==> src/rtl/mem_arbiter.sv <==
// mem_arbiter
//   Single-port memory arbiter/responder for the pipelined datapath. Serialises
//   instruction-fetch and data-access requests onto one RAM port and answers
//   each with a one-cycle ihit/dhit pulse plus registered load data. Data
//   requests win over fetches; ihit and dhit are never high together.
//
//   Parameters
//     TIMEOUT  max consecutive non-ACCESS cycles a RAM transaction may take
//     CNT_W    wait counter width, must satisfy 2**CNT_W > TIMEOUT
//
//   Ports
//     CLK, nRST                 clock, asynchronous active-low reset
//     iREN, iaddr               fetch request (held until ihit) and address
//     ihit, iload               fetch completion pulse, fetched word (held)
//     dREN, dWEN, daddr, dstore data request (write wins if both), addr, data
//     dhit, dload               data completion pulse, read data (held)
//     ramREN, ramWEN            RAM strobes
//     ramaddr, ramstore         RAM address / write data
//     ramload, ramstate         RAM read data / status (FREE,BUSY,ACCESS,ERROR)
//     fault                     sticky error flag, cleared only by reset
//
//   All outputs are registered; there is no combinational input-to-output path.
module mem_arbiter #(
  parameter int unsigned TIMEOUT = 255,
  parameter int unsigned CNT_W   = 8
) (
  input  logic        CLK,
  input  logic        nRST,
  input  logic        iREN,
  input  logic [31:0] iaddr,
  output logic        ihit,
  output logic [31:0] iload,
  input  logic        dREN,
  input  logic        dWEN,
  input  logic [31:0] daddr,
  input  logic [31:0] dstore,
  output logic        dhit,
  output logic [31:0] dload,
  output logic        ramREN,
  output logic        ramWEN,
  output logic [31:0] ramaddr,
  output logic [31:0] ramstore,
  input  logic [31:0] ramload,
  input  logic [1:0]  ramstate,
  output logic        fault
);

  typedef enum logic [1:0] {
    FREE   = 2'd0,
    BUSY   = 2'd1,
    ACCESS = 2'd2,
    ERROR  = 2'd3
  } ramstate_t;

  typedef enum logic [2:0] {
    IDLE,
    DATA,
    INSTR,
    RESP,
    FAULT
  } state_t;

  localparam logic [CNT_W-1:0] TMO = CNT_W'(TIMEOUT);

  state_t           state;
  logic             wr;     // latched write flag of the current data access
  logic [CNT_W-1:0] cnt;    // consecutive non-ACCESS cycles of this access
  ramstate_t        rs;

  always_comb begin
    rs = ramstate_t'(ramstate);
  end

  // ramaddr/ramstore double as the latched request address/data: they are
  // loaded when leaving IDLE and held for the whole transaction.
  always_ff @(posedge CLK or negedge nRST) begin
    if (!nRST) begin
      state    <= IDLE;
      wr       <= 1'b0;
      cnt      <= '0;
      ihit     <= 1'b0;
      dhit     <= 1'b0;
      iload    <= '0;
      dload    <= '0;
      ramREN   <= 1'b0;
      ramWEN   <= 1'b0;
      ramaddr  <= '0;
      ramstore <= '0;
      fault    <= 1'b0;
    end else begin
      // hits are single-cycle pulses raised only on the way into RESP
      ihit <= 1'b0;
      dhit <= 1'b0;

      case (state)
        IDLE: begin
          if (dREN || dWEN) begin
            ramaddr  <= daddr;
            ramstore <= dstore;
            wr       <= dWEN;
            ramWEN   <= dWEN;
            ramREN   <= ~dWEN;
            cnt      <= '0;
            state    <= DATA;
          end else if (iREN) begin
            ramaddr <= iaddr;
            ramREN  <= 1'b1;
            ramWEN  <= 1'b0;
            cnt     <= '0;
            state   <= INSTR;
          end
        end

        DATA, INSTR: begin
          if (rs == ERROR) begin
            fault  <= 1'b1;
            ramREN <= 1'b0;
            ramWEN <= 1'b0;
            state  <= FAULT;
          end else if (rs == ACCESS) begin
            if (state == DATA) begin
              dhit <= 1'b1;
              if (!wr) begin
                dload <= ramload;
              end
            end else begin
              ihit  <= 1'b1;
              iload <= ramload;
            end
            ramREN <= 1'b0;
            ramWEN <= 1'b0;
            state  <= RESP;
          end else if (cnt == TMO) begin
            // TIMEOUT non-ACCESS cycles already elapsed and this is another
            fault  <= 1'b1;
            ramREN <= 1'b0;
            ramWEN <= 1'b0;
            state  <= FAULT;
          end else if (cnt != '1) begin
            cnt <= cnt + CNT_W'(1);
          end
        end

        RESP: begin
          // always back to IDLE so a still-high request is not re-serviced here
          state <= IDLE;
        end

        FAULT: begin
          state <= FAULT;
        end

        default: begin
          state <= IDLE;
        end
      endcase
    end
  end

endmodule
==> config.mk <==
export PLATFORM = sky130hd
export DESIGN_NAME = mem_arbiter
export DESIGN_NICKNAME = d
export VERILOG_FILES = /design/src/rtl/mem_arbiter.sv
export SDC_FILE = /design/constraint.sdc
export NUM_CORES = 1
export LEC_CHECK = 0
export BUFFER_PORTS_ARGS = -buffer_cell sky130_fd_sc_hd__buf_2
export CAP_MARGIN = 20
export CORE_UTILIZATION = 44
export CTS_BUF_LIST = sky130_fd_sc_hd__clkbuf_4
export DETAILED_ROUTE_END_ITERATION = 10
export PLACE_DENSITY = 0.81
export SLEW_MARGIN = 0
export SYNTH_ARGS = -nofsm -noshare
export SYNTH_HDL_FRONTEND = slang
export SYNTH_SLANG_ARGS = --single-unit
==> constraint.sdc <==
create_clock -name CLK -period 1.8 [get_ports CLK]
set_input_delay 0.18 -clock CLK [delete_from_list [all_inputs] [get_ports CLK]]
set_output_delay 0.18 -clock CLK [all_outputs]
set_load 0.02 [all_outputs]
After elaboration in Yosys (flattened, before gate mapping)
Cells that the tools add are included.
{"block": "word_totals", "regBits": 145, "inputBits": 135, "out_inout_bits": 133, "word_cells": 80}
{"block": "op_classes", "addsub": 1, "n_eq_ne": 14, "muxes": 35, "bitwise_logic": 4, "n_reduce_logical": 14}
{"operator": "2-to-1 mux 32 bit", "n": 2}
{"operator": "2-to-1 mux 8 bit", "n": 6}
{"operator": "2-to-1 mux 1 bit", "n": 18}
{"operator": "case mux 8 bit (2 select lines)", "n": 1}
{"operator": "2-to-1 mux 3 bit", "n": 5}
{"operator": "!= test 2 bit, second input constant", "n": 5}
{"operator": "case mux 3 bit (3 select lines)", "n": 1}
{"operator": "adder 8 x 1 -> 8 bit, second input constant", "n": 1}
{"operator": "== test 8 bit, second input constant", "n": 1}
{"operator": "!= test 8 bit, second input constant", "n": 1}
{"operator": "AND reduction 2 bit", "n": 3}
{"operator": "AND reduction 3 bit", "n": 2}
{"operator": "AND reduction 6 bit", "n": 1}
{"operator": "nonzero test 2 bit", "n": 3}
{"operator": "AND reduction 5 bit", "n": 1}
{"operator": "== test 2 bit, second input constant", "n": 2}
{"operator": "!= test 4 bit, second input constant", "n": 1}
{"operator": "inverter 1 bit", "n": 4}
{"operator": "case mux 1 bit (2 select lines)", "n": 2}
{"operator": "AND reduction 4 bit", "n": 1}
{"operator": "== test 3 x 1 -> 1 bit, second input constant", "n": 1}
{"operator": "== test 3 x 2 -> 1 bit, second input constant", "n": 1}
{"operator": "== test 3 bit, second input constant", "n": 1}
{"operator": "logical NOT 3 bit", "n": 1}
{"operator": "other kinds (3)", "n": 3}

Depth between registers and ports, before layout
Gate-level depths: netlist of run 1.
{"block": "logic_depth", "depth_word": 6, "ltp_mapped": 7, "mapped_depth_nobuf": 5}

Worst setup path after synthesis of run 1
OpenSTA, ideal clock, no wires.
{"block": "synth_timing", "path_kind": "flip-flop to flip-flop", "startpoint": "register state[2]", "endpoint": "register dload[10]", "setup_ps": 125, "arrival_time_ps": 1667, "required_ps": 1675, "path_slack_ps": 8, "stages_incl_launch_ff": 7, "path_buffers": 2, "period_less_slack_ps": 1792, "path_cell_list": "dfrtp_1 clkbuf_1 nor2_1 nand2_1 nor3_1 buf_2 mux2_2"}
{"block": "synth_via", "elab_chain_cells": 3, "elab_cells_between_ends": 4, "classes_between": "eq/ne (2); reduce/logical (2)"}
{"item": "start, declared", "line_no": "65", "text": "state_t state;"}
{"item": "start signal, assigned", "line_no": "78", "text": "state <= IDLE;"}
{"item": "start signal, assigned", "line_no": "104", "text": "state <= DATA;"}
{"item": "start signal, assigned", "line_no": "110", "text": "state <= INSTR;"}
{"item": "== test 3 x 1 -> 1 bit or == test 3 x 2 -> 1 bit (tied branches)", "line_no": "95, 121"}
{"item": "OR reduction 2 bit", "line_no": "95", "text": "case (state)"}
{"item": "AND reduction 5 bit (no source line) *"}
{"item": "end signal, assigned", "line_no": "124", "text": "dload <= ramload;"}
{"item": "end, declared", "line_no": "38", "text": "output logic [31:0] dload,"}
Every way passes the cells marked *; elsewhere a longest branch is shown, timed or not.
A chain may end at the register's enable or synchronous reset.

Worst setup path in the final report of run 1
{"block": "layout_timing", "startpoint": "input port dWEN", "endpoint": "register ramaddr[11]"}
{"block": "layout_via", "elab_chain_cells": 3, "elab_cells_between_ends": 4, "classes_between": "mux (1); reduce/logical (3)"}
{"item": "start, declared", "line_no": "34", "text": "input logic dWEN,"}
{"item": "logical OR 1 bit *", "line_no": "97", "text": "if (dREN || dWEN) begin"}
{"item": "nonzero test 2 bit (no source line)"}
{"item": "AND reduction 2 bit (no source line)"}
{"item": "end signal, assigned", "line_no": "98", "text": "ramaddr <= daddr;"}
{"item": "end signal, assigned", "line_no": "106", "text": "ramaddr <= iaddr;"}
{"item": "end, declared", "line_no": "41", "text": "output logic [31:0] ramaddr,"}
Marks and branches as above.

==> results of run 1 <==
layout make-up:
class                      instances  share of cell area, %
antenna                            1                 0.0267
inverter                          10                  0.400
clock buffer                      18                   1.44
tap                              176                   2.35
timing repair buffer             413                   31.0
multi-input combinational        267                   24.8
clock inverter                    12                   1.28
sequential                       145                   38.7
timing repair:
| item | CTS | global route |
|---|---|---|
| hold buffers | 134 | 0 |
| hold endpoints to repair | 279 | 0 |
| pin swaps | 0 | 1 |
| resized for setup | 2 | 15 |
| cloned | 0 | 3 |
| endpoints found under the setup margin | 8 | 49 |
| buffers inserted | 0 | 3 |
sequential cells by signal, summed over array words and instances (netlist names):
signal,count
ramREN,1
wr,1
dload,32
dhit,1
state,3
fault,1
ramstore,32
ihit,1
ramaddr,32
ramWEN,1
iload,32
cnt,8
power groups by stage:
stage,Combinational [uW],Sequential (uW),Clock [uW]
3_5_place_dp,416,3360,0
5_1_grt,762,3300,2120
3_3_place_gp,403,3360,0
4_1_cts,665,3300,1990
2_1_floorplan,89.1,3400,0
6_report,710,3300,1940
worst max-delay path, delay by kind of cell:
family                 cells  cell delay (ps)
buffers and inverters      5             1620
muxes                      1              210
and+or+nand+nor            1              140
AOI/OAI and AO/OA          1               90
metal layers:
metal | routed length [um] | track usage, % | vias to the layer above
li1 | - | - | 2399
met1 | 7150 | 30.2 | 2632
met2 | 9500 | 44.6 | 282
met3 | 1440 | 8.29 | 55
met4 | 636 | 12.3 | 0
met5 | 0 | 0 | -
placed cells by master, fill, tap and decap left out, types with 3 or more instances in the layout:
cell type / instances
mux2_4: 29
mux2_2: 67
nor2_1: 6
mux2i_1: 29
buf_2: 265
mux2i_2: 4
dlygate4sd3_1: 125
buf_4: 9
o211ai_1: 5
buf_12: 7
clkinvlp_4: 4
nand4_1: 5
nand3_1: 8
clkbuf_16: 3
clkinv_2: 6
o21ai_0: 35
nor3_2: 3
inv_1: 10
dfrtp_1: 145
nand2_1: 43
clkbuf_4: 18
kinds of logic after synthesis:
group	after synthesis	synth area share [%]
simple gates	79	6.16
fa+ha+maj	1	0.207
flops	145	60.1
buf+inv	34	2.70
compound gates	57	5.47
xor+xnor	1	0.145
mux	129	25.2
per-stage QoR:
stage	worst slack, ps	power, uW	util [%]
6_report	-40.2	5950	70.6
5_1_grt	-13.3	6190	70.5
4_1_cts	7.71	5950	69.8
3_5_place_dp	-229	3780	57.8
3_3_place_gp	-10.3	3760	57.8
2_1_floorplan	8.28	3480	-
final timing paths:
kind | slack [ps] | startpoint | to | depth (start not counted)
max in group asynchronous | 970 | nRST | dload[15] | 3
min | -60 | iaddr[0] | ramaddr[0] | 3
min in group asynchronous | 190 | nRST | iload[24] | 3
max reg2reg | 70 | state[0] | ramstore[20] | 5
min reg2reg | 480 | fault | fault | 1
max | -40 | dWEN | ramaddr[11] | 8
==> impl_results.md, run 1 <==
- Status: finished, violations left
- Failing checks: hold timing, setup timing
- Drt total wl: 18700 um
- Cell area power density: 634 mW/mm^2
- Period utilization: 102%
- Critical path type: in -> reg
- Share of flip-flops with an asynchronous set or reset: 100%
- VDD IR max: slightly above 0.3 mV
- Effective utilization at floorplan: 45.4%
- Die ar.: 0.0142 mm^2
- Post-route ant nets: 0
- Final hold vios: 3
- Count of input and output buffers: roughly 270
- CTS tree: built
- Design Area, Final: 0.00938 mm^2
- Synth top cells by count: dfrtp_1, mux2_2, nand2_1, o21ai_0, mux2i_1
- Cell count after synthesis: around 450
- Most frequent cell after synthesis: dfrtp_1
- Placer Congestion: 0.815
- Ys Warns: 0
- Setup ws final: -40.2 ps
- Max Cap Viol: 0
- Placed inst area: 0.00768 mm^2
- Fmax: 543 MHz
- Switching pwr: 1440 uW
- TNS Setup: -130 ps
- Crit path max fanout: 14
- Worst hold slack: -55.4 ps
- Vias in the first global route: 5672
- Syn nets: slightly below 600
- P_int: 4510 uW
- Clock skew: 16.7 ps
- Count of nets after finishing: about 1000
- Min Tclk post-route: 1840 ps
- IO Pins: ~270
- Worst-path cell chain: dlygate4sd3_1 -> buf_2 -> nor2_4 -> buf_12 -> clkbuf_16 -> mux2i_1 -> dlygate4sd3_1 -> o21ai_0
- Post-synth top area share: 60.1%
- Die extent in y: 119 um
- Net switching fraction of the power: between 20% and 30%
- Rows: 42
- H-tree levels: 4
- Share of cells above drive strength 1: 49.5%
- Fin. max-slew vios: 0
- Drc violations: 0
- Setup repair after global routing missed its margin: yes
- Vias after detailed routing: 5368
- Sequential Area: around 0.0036 mm^2
- Crit start category: primary input
- Worst skew pair latency: 540 ps
- Area of the multi-input gates: 0.00233 mm^2
- Drt pass-1 iters: 4
- First-pass GRT wire length: 28700 um
- Gr usage total: 26.3%
- Drt wl/cell: 18.0 um
- Die Wd: around 120 um
- CP max stage cell: dlygate4sd3_1
- Synth area leader: dfrtp_1
- Post-synthesis sequential area ratio: about three fifths
- Hold WC Path Type: in -> reg
- Clk pwr share: 32.6%
- Slew headroom: 28.0%
- Starting DRT DRC Count: 321
- Initial antenna violation count: 0
- Hpwl dp: 10700 um
- Root buf cell: clkbuf_4
- Worst-Margin Slew: 1080 ps
- Dpl cells: 878
- Vias per cell: 5.15
- Sequential share of power: 55.5%
- Netlist area before placement: 0.00603 mm^2
- Post-synth EDFFs: 0
- Total gr overflow: 0
- Clock transition at path regs: about 120 ps
- # setup viols final: 10
- Primary FF master, synth: dfrtp_1
- CP arrival: 2260 ps
- Area Overhead vs Synth: 55.4%
- Largest stage delay, worst path: 560 ps
- Combinational Power Share: a little under an eighth
- Non-Filler Instances: ~1000
- Worst setup EP type: flop
- Critical path required time: 2220 ps
- Yosys reg bits: 145
- Unique cell type count in the Yosys netlist: 37
- Synth area leaders: dfrtp_1, mux2_2, mux2_4
- Cell mode on critical path: dlygate4sd3_1
- Num CTS Buffers: 17
- Pin count of the biggest net entering global routing: 81
- Clock Tree Buf Depth: 2
- Core ar.: 0.0133 mm^2
- CTS Sinks: 145
- Fill cells: 840
- Avg Cell Area, Syn: roughly 14 um^2
- P_leak: 0.00516 uW
Note: power is estimated with default switching activity, not from simulation.
==> inputs of run 2 (changes only) <==
Settings changed: ABC_AREA set to 1, GPL_TIMING_DRIVEN set to 1, PLACE_DENSITY 0.81 to 0.82.
==> impl_results.md, run 2 <==
- Status: completed (was finished, violations left)
- FF-to-FF End: dload[31] (was ramstore[20])
- Fill cells: 879 (was 840)
- Effective utilization at floorplan: 45.9% (was 45.4%)
- Slew headroom: 59.4% (was 28.0%)
- Core ar.: 0.0128 mm^2 (was 0.0133 mm^2)
- Main combinational cell family by area after synthesis: simple AND/OR/NAND/NOR gates (was multiplexers)
- Cell count after synthesis: 666 (was 446)
- Post-route ant nets: 0 (unchanged)
- Simple-Gate Fraction of Synth Area: 21.4% (was 6.16%)
- Clock transition at path regs: 130 ps (was 120 ps)
- Worst-Margin Slew: 608 ps (was 1080 ps)
- Total gr overflow: 0 (unchanged)
- Critical path required time: 2250 ps (was 2220 ps)
- Die ar.: 0.0138 mm^2 (was 0.0142 mm^2)
- Period utilization: 85.5% (was 102%)
- Clock skew: 13.3 ps (was 16.7 ps)
- Placed inst area: 0.00743 mm^2 (was 0.00768 mm^2)
- Setup ws final: 261 ps (was -40.2 ps)
- Hold WC Path Type: in -> reg (unchanged)
- Max Cap Viol: 0 (unchanged)
- Proportion of synthesized area in mux cells: 0% (was 25.2%)
- Drt total wl: 19500 um (was 18700 um)
- Total setup buffers inserted after CTS: 0 (unchanged)
- Fmax: 650 MHz (was 543 MHz)
- Syn nets: 802 (was 582)
- Synth area leader: dfrtp_1 (unchanged)
- Vias in the first global route: 6413 (was 5672)
- Commonest non-fill, non-tap cell in the layout: buf_2 (unchanged)
- DP Worst Slack: 292 ps (was -229 ps)
- # setup viols final: 0 (was 10)
- Num CTS Buffers: 17 (unchanged)
- Netlist area before placement: 0.00589 mm^2 (was 0.00603 mm^2)
- Setup repair after global routing missed its margin: no (was yes)
- Post-synth top area share: 61.6% (was 60.1%)
- CP arrival: 1990 ps (was 2260 ps)
- Drt pass-1 iters: 5 (was 4)
- Share of flip-flops with an asynchronous set or reset: 100% (unchanged)
- Final hold vios: 0 (was 3)
- Share of cells above drive strength 1: 30.1% (was 49.5%)
- Vias per cell: 4.98 (was 5.15)
- Crit path max fanout: 64 (was 14)
- Post-synth EDFFs: 0 (unchanged)
- Placer Congestion: 0.814 (was 0.815)
- Worst setup EP type: flop (unchanged)
- Initial antenna violation count: 0 (unchanged)
- Clock Tree Buf Depth: 2 (unchanged)
- Synth area leaders: dfrtp_1, nand2_1, o21ai_0 (was dfrtp_1, mux2_2, mux2_4)
- Worst hold path depth: 5 (was 3)
- H-tree levels: 4 (unchanged)
- Total power: 14500 uW (was 5950 uW)
- Pin count of the biggest net entering global routing: 65 (was 81)
- Synth top cells by count: nand2_1, dfrtp_1, o21ai_0, inv_1, nor2_1 (was dfrtp_1, mux2_2, nand2_1, o21ai_0, mux2i_1)
- VDD IR max: 0.869 mV (was 0.311 mV)
- Fin. max-slew vios: 0 (unchanged)
- Area Overhead vs Synth: 53.7% (was 55.4%)
- Post-synthesis sequential area ratio: 61.6% (was 60.1%)
- First-pass GRT wire length: 31600 um (was 28700 um)
- Min Tclk post-route: 1540 ps (was 1840 ps)
- IO Pins: 268 (unchanged)
- Cell area power density: 1610 mW/mm^2 (was 634 mW/mm^2)
- P_leak: 0.00484 uW (was 0.00516 uW)
- Drc violations: 0 (unchanged)
- Count of nets after finishing: 1200 (was 990)
- Primary FF master, synth: dfrtp_1 (unchanged)
- Unique cell type count in the Yosys netlist: 23 (was 37)
- Rows: 41 (was 42)
- Avg Cell Area, Syn: 8.84 um^2 (was 13.5 um^2)
- # diodes: 0 (was 1)
- Hpwl dp: 11200 um (was 10700 um)
- Non-Filler Instances: 1249 (was 1042)
- CTS Sinks: 145 (unchanged)
- Worst skew pair latency: 540 ps (about the same)
- Die Wd: 118 um (was 119 um)
- HP Start: iREN (was iaddr[0])
- Most frequent cells in the layout: buf_2, nand2_1, dfrtp_1 (was buf_2, dfrtp_1, dlygate4sd3_1)
- Design Area, Final: 0.00905 mm^2 (was 0.00938 mm^2)
- Vias after detailed routing: 6219 (was 5368)
- Critical path type: reg -> reg (was in -> reg)
- Crit start category: flop (was primary input)
- Die extent in y: 118 um (was 119 um)
- CTS tree: built (unchanged)
- TNS Setup: 0 ps (was -130 ps)
- Gr usage total: 29.1% (was 26.3%)
- Synth Area in Adders: 0.213% (was 0.207%)
- Compound-cell area share of the yosys netlist: 10.8% (was 5.47%)
- Flop2flop setup slack: 260 ps (was 70 ps)
- Hold endpoint: ramREN (was ramaddr[0])
- Ys Warns: 0 (unchanged)
- Post-Synth XOR/XNOR Area: 0% (was 0.145%)
- Yosys reg bits: 145 (unchanged)
- Reg-to-Reg Start: state[1] (was state[0])
- Starting DRT DRC Count: 458 (was 321)
- Count of input and output buffers: 267 (unchanged)
- Drt wl/cell: 15.6 um (was 18.0 um)
- Reg2reg path depth: 7 (was 5)
- Most frequent cell after synthesis: nand2_1 (was dfrtp_1)
- Dpl cells: 1085 (was 878)
- Root buf cell: clkbuf_4 (unchanged)
run 2: changes by cell type after synthesis, moves of 7 or more:
cell | previous run | this run
mux2_4 | 29 | 0
a31oi_1 | 0 | 32
mux2i_1 | 33 | 0
inv_1 | 10 | 48
nor2_1 | 7 | 42
nand2_1 | 43 | 259
o21ai_1 | 1 | 8
mux2_2 | 67 | 0
o21ai_0 | 37 | 69
run 2: layer usage:
metal | global-route usage, % | up-vias | wire length, um
li1 | - | 2903 | -
met5 | 0 | - | 0
met3 | 7.85 | 74 | 1470
met4 | 16.4 | 0 | 974
met2 | 48.3 | 360 | 9470
met1 | 33.9 | 2882 | 7590
run 2: where the power goes:
group          switching, uW  leakage (uW)  internal, uW
registers                829       0.00179          4730
clock network           1290      0.000161           871
logic                   4560       0.00289          2260
total                   6680       0.00484          7850
run 2: worst max-delay path by stage:
stage | start | endpoint | slack, ps | cells past startpoint
after floorplan | cnt[0] | cnt[4] | 410 | 10
after global placement | state[1] | dload[10] | 390 | 6
after detailed placement | state[1] | dload[3] | 290 | 6
after CTS | state[1] | dload[31] | 270 | 7
after global routing | state[1] | dload[12] | 70 | 6
final | state[1] | dload[31] | 260 | 7
run 2: final cells by class:
cell class / instances / area (um^2) / area share [%]
clock buffers: 17 / 128 / 1.41
clock inverters: 15 / 171 / 1.89
inverters: 51 / 191 / 2.12
multi-input cells: 439 / 1900 / 21.0
flip-flops and latches: 145 / 3630 / 40.1
well taps: 172 / 215 / 2.38
repair buffers: 410 / 2810 / 31.0
run 2: cells by family (layout without fill, tap and decap cells):
kind of cell,Yosys count,count (layout)
simple gates,323,323
flops,145,145
compound gates,115,115
buf+inv,82,493
fa+ha+maj,1,1
run 2: timing repair:
item / 4_1_cts / 5_1_grt
endpoints found under the hold margin: 280 / 0
hold buffers: 132 / 0
resized for setup: 0 / 0
run 2: stage by stage:
stage	hold WS [ps]	utilization, %
after floorplan	-116	-
after global placement	150	57.9
after detailed placement	154	57.9
after CTS	35.1	70.5
after global routing	85.8	70.5
final	77.7	70.5
run 2: worst max-delay path: stages (launching register included):
cell	delay, ps
dfrtp_1	430
inv_1	70
nand3_1	130
nor2_2	70
nand2_2	50
buf_4	450
nand2_1	120
o21ai_0	110
